## src/rtl/grf_wb_arbiter.sv

```systemverilog
// Three-way write-back arbiter feeding a one-entry register-file write stage.
// Round-robin or fixed priority grant, back-to-back retire/reload, RAW hazard flag.
module grf_wb_arbiter #(
  parameter bit RR = 1'b1
) (
  input  logic        clk,
  input  logic        reset,
  input  logic [2:0]  req,
  input  logic [4:0]  addr0,
  input  logic [4:0]  addr1,
  input  logic [4:0]  addr2,
  input  logic [31:0] data0,
  input  logic [31:0] data1,
  input  logic [31:0] data2,
  input  logic        wr_ready,
  input  logic [4:0]  A1_adress,
  input  logic [4:0]  A2_adress,
  output logic [2:0]  gnt,
  output logic        RegWrite,
  output logic [4:0]  WD_adress,
  output logic [31:0] WD,
  output logic        stall,
  output logic [15:0] wb_count
);
  localparam int NREQ = 3;

  logic [NREQ-1:0][4:0]  addr_v;
  logic [NREQ-1:0][31:0] data_v;
  assign addr_v = {addr2, addr1, addr0};
  assign data_v = {data2, data1, data0};

  logic        valid_q, valid_d;
  logic [4:0]  wa_q, wa_d;
  logic [31:0] wd_q, wd_d;
  logic [15:0] cnt_q, cnt_d;
  logic [1:0]  ptr_q, ptr_d;

  logic        blocked, xfer, retire;
  logic [1:0]  sel_idx;
  logic [4:0]  sel_addr;
  logic [31:0] sel_data;

  assign blocked = valid_q && !wr_ready;
  assign retire  = valid_q && wr_ready;

  // Round-robin search starts just after the last transferred index.
  always_comb begin
    gnt = '0;
    if (reset && !blocked) begin
      if (RR) begin
        unique case (ptr_q)
          2'd0: begin
            if      (req[1]) gnt = 3'b010;
            else if (req[2]) gnt = 3'b100;
            else if (req[0]) gnt = 3'b001;
          end
          2'd1: begin
            if      (req[2]) gnt = 3'b100;
            else if (req[0]) gnt = 3'b001;
            else if (req[1]) gnt = 3'b010;
          end
          default: begin
            if      (req[0]) gnt = 3'b001;
            else if (req[1]) gnt = 3'b010;
            else if (req[2]) gnt = 3'b100;
          end
        endcase
      end else begin
        if      (req[2]) gnt = 3'b100;
        else if (req[1]) gnt = 3'b010;
        else if (req[0]) gnt = 3'b001;
      end
    end
  end

  assign xfer    = |(req & gnt);
  assign sel_idx = gnt[2] ? 2'd2 : (gnt[1] ? 2'd1 : 2'd0);

  always_comb begin
    sel_addr = '0;
    sel_data = '0;
    for (int i = 0; i < NREQ; i++) begin
      if (gnt[i]) begin
        sel_addr = addr_v[i];
        sel_data = data_v[i];
      end
    end
  end

  // A zero-destination transfer is consumed but never occupies the stage.
  always_comb begin
    valid_d = valid_q;
    wa_d    = wa_q;
    wd_d    = wd_q;
    ptr_d   = ptr_q;
    cnt_d   = cnt_q;
    if (xfer && sel_addr != 5'd0) begin
      valid_d = 1'b1;
      wa_d    = sel_addr;
      wd_d    = sel_data;
    end else if (retire) begin
      valid_d = 1'b0;
    end
    if (retire) cnt_d = cnt_q + 16'd1;
    if (xfer)   ptr_d = sel_idx;
  end

  always_ff @(posedge clk or negedge reset) begin
    if (!reset) begin
      valid_q <= 1'b0;
      wa_q    <= '0;
      wd_q    <= '0;
      cnt_q   <= '0;
      ptr_q   <= 2'd2;
    end else begin
      valid_q <= valid_d;
      wa_q    <= wa_d;
      wd_q    <= wd_d;
      cnt_q   <= cnt_d;
      ptr_q   <= ptr_d;
    end
  end

  logic [NREQ-1:0] m1, m2;
  for (genvar i = 0; i < NREQ; i++) begin : g_haz
    assign m1[i] = req[i] && (addr_v[i] == A1_adress);
    assign m2[i] = req[i] && (addr_v[i] == A2_adress);
  end

  assign stall = ((A1_adress != 5'd0) && ((|m1) || (valid_q && wa_q == A1_adress))) ||
                 ((A2_adress != 5'd0) && ((|m2) || (valid_q && wa_q == A2_adress)));

  assign RegWrite  = valid_q && (wa_q != 5'd0);
  assign WD_adress = wa_q;
  assign WD        = wd_q;
  assign wb_count  = cnt_q;
endmodule
```

## config.mk

```make
export PLATFORM = sky130hd
export DESIGN_NAME = grf_wb_arbiter
export DESIGN_NICKNAME = d
export VERILOG_FILES = /design/src/rtl/grf_wb_arbiter.sv
export SDC_FILE = /design/constraint.sdc
export NUM_CORES = 1
export LEC_CHECK = 0
export CORE_UTILIZATION = 40
export CTS_CLUSTER_DIAMETER = 200
export CTS_CLUSTER_SIZE = 28
export DETAILED_ROUTE_END_ITERATION = 8
export PLACE_DENSITY = 0.87
export RECOVER_POWER = 100
export SLEW_MARGIN = 20
export SYNTH_ARGS = -nofsm -noshare
export SYNTH_HDL_FRONTEND = slang
export SYNTH_SLANG_ARGS = --single-unit
export TNS_END_PERCENT = 50
```

## constraint.sdc

```tcl
create_clock -name clk -period 2.4 [get_ports clk]
set_input_delay 0.24 -clock clk [delete_from_list [all_inputs] [get_ports clk]]
set_output_delay 0.24 -clock clk [all_outputs]
set_load 0.01 [all_outputs]
```

==> flow_summary.ini <==
[critical_path]
critical_path.max_stage_delay_ns = 0.60
cp_cell_sequence = dlygate4sd3_1, xor2_1, nor4_1, nand3_1, o31ai_1, a311oi_1, o22ai_1, dlygate4sd2_1
r2r_cells = 8
cp_max_fo = 3
arrival_ns = 2.08
worstSetupStartpointType = input pin
setup.worst_path.class = input pin to output port
startpoint = A2_adress[0]
critical_path.reg2reg.startpoint = ptr_q[1]$_DFFE_PN1P_
required_ns = 2.16
slowest_stage = dlygate4sd3_1
critPathCaptureType = output port

[routing]
drtAntennaViolNets = 0
dr.first_iter.drc_count = 217
post-route-drc-count = 0
vias_cell = 5.410
vias = 3457
drt-wirelength-per-cell_um = 17.67
postRouteWirelength_um = 11290
drtPass1Iterations = 5

[sta]
timing.final.crit_period_ns = 2.315
timing_max_transition_violations_final = 0
worst_slew_pin_slew_ns = 1.391
setup_violations = 0
period_share = 0.9646
fin_skew_ns = 0.02065
hold_violations = 0
grt_setup_unrepaired = false
achievable-frequency_ghz = 0.4319
slew_headroom = 0.07242

[worst_hold_path]
min_delay_path_depth = 4
hold_startpoint = reset
hp-class = input pin to register

[clock_tree]
cts.repair_timing.setup_buffer_count = 0
tritoncts = built
reg_clk_slew_reported_paths_ns = 0.09
max-clock-path-buffers = 2
numCtsBuffers = 5
h-tree-depth = 2
worst_skew_pair.late_latency_ns = 0.31
cts_hold_repair.buffers = 0
cts.sinks = 56
clockRootBuffer = clkbuf_8

[floorplan]
dieHeight_um = 94.17
die_ar_um2 = 8868
ioPinCount = 185
die_width_um = 94.17
placement_rows = 33
floorplan.core_area_um2 = 8217
initial_utilization = 0.4136

[placed_design]
gp_congestion = 0.9117
port_buffer_count = 184
dpl-instance-area_um2 = 5480
hpwlAfterDp_um = 8828

[synth]
ys_async_sr_fraction = 1.000
syn_avg_cell_area_um2 = 10.05
synth_area_um2 = 3398
synth-edff-count = 0
synth-main-ff-cell = dfrtp_1
total_of_warnings_raised_by_yosys = 0
postSynthCellCount = 338
syn-num-nets = 466
synthDistinctLibCells = 41
synth_sequential_area_ratio = 0.4127
postSynthRegisterBits = 56

[power]
power.density_cell_area_nw_per_um2 = 806.7
irDropWorstVdd_v = 0.0004551
leakage_nw = 2.510
report.power.total_mw = 4.474

[finish]
drive_above_1_share = 0.09925
layout.cells.most_common = clkdlybuf4s50_1
layout.nets = 661
area_growth_syn_to_layout_pct = 63.18
antenna_cells = 0
layout.cells.most_common_list = clkdlybuf4s50_1, dfrtp_1, dlygate4sd3_1, inv_1, a222oi_1
design_area_um2 = 5545

[grt]
global_route_wire_length_before_repair_um = 17710
grt_pass1_vias = 3681
total_routing_usage_gr = 0.2564
grt_antenna_before_repair = 0
global_route.overflow_total = 0
maximum_number_of_pins_on_one_net_before_global_route_repair = 57

[job]
max_cap_violations = 0

[status]
result_of_the_run = finished, final reports clean
-- critical path: cells and delay by family --
family	cells	cell delay, ns
xor+xnor	1	0.16
buf+inv	2	0.89
compound gates	3	0.35
simple gates	2	0.44
-- registers in the layout (all words and copies together) (netlist names) --
signal,cells
WD,32
WD_adress,5
ptr_q,2
valid_q,1
wb_count,16
-- power by group --
part	total (mW)	switching [mW]	internal, mW
logic	2.35	1.10	1.25
clock network	0.528	0.318	0.210
registers	1.59	0.289	1.30
total	4.47	1.71	2.77
-- worst paths after layout --
check / end / slack (ns)
max in group asynchronous: wb_count[8]$_DFFE_PN0P_ / 1.01
min in group asynchronous: ptr_q[0]$_DFFE_PN0P_ / 0.56
worst max-delay path: stall / 0.08
worst min register to register: wb_count[15]$_DFFE_PN0P_ / 0.47
worst max register to register: WD[29]$_DFFE_PN0P_ / 0.17
worst min-delay path: ptr_q[1]$_DFFE_PN1P_ / 0.46
-- synthesized netlist by cell type, drive strengths merged, types with 7 or more instances --
library cell,n,area share
nand3,11,0.016
buf,9,0.021
xor2,31,0.080
nand2,11,0.012
xnor2,24,0.062
a222oi,36,0.11
inv,42,0.046
nand4,8,0.015
clkbuf,19,0.021
mux2i,32,0.094
dfrtp,55,0.41
nor2,16,0.018
o21ai,7,0.010
-- final cells by class --
cell class	count	area [µm²]
clock buffer	6	72.57
clock inverter	2	13.76
fill	663	2671
inverter	42	157.7
multi-input combinational	212	1707
sequential	56	1403
tap	105	131.4
timing repair buffer	216	2061
-- kinds of logic after synthesis --
logic type	Yosys count	synth area share
buffers and inverters	70	0.08800
AND/OR/NAND/NOR	66	0.1001
AO/OA/AOI/OAI	57	0.1561
flip-flops	56	0.4127
XOR/XNOR	55	0.1418
multiplexers	33	0.09757
adder cells (fa/ha/maj)	1	0.003681
-- layer usage --
layer	part of all wire	vias up	GRT usage
met5	0	-	0
met2	0.52	171	0.4698
met3	0.073	14	0.04693
li1	-	1610	-
met1	0.39	1662	0.3040
met4	0.015	0	0.06667
-- timing repair --
item | 4_1_cts | 5_1_grt
pin swaps | 1 | 0
resized for setup | 7 | 2
setup endpoints to repair | 3 | 4
-- per-stage QoR --
step | hold WS (ns) | util | cells | worst slack, ns | setup TNS, ns
detailed placement | 0.4648 | 0.6670 | 631 | -0.1537 | -3.493
global placement | 0.4606 | 0.6670 | 631 | -0.1067 | -3.437
CTS | 0.1956 | 0.6775 | 639 | 0.05450 | 0
floorplan | -0.05559 | - | 338 | 0.3578 | 0
global route | 0.4873 | 0.6749 | 639 | 0.01794 | 0
finish | 0.4595 | 0.6749 | 639 | 0.08490 | 0
Power figures use the tool's default switching activity.
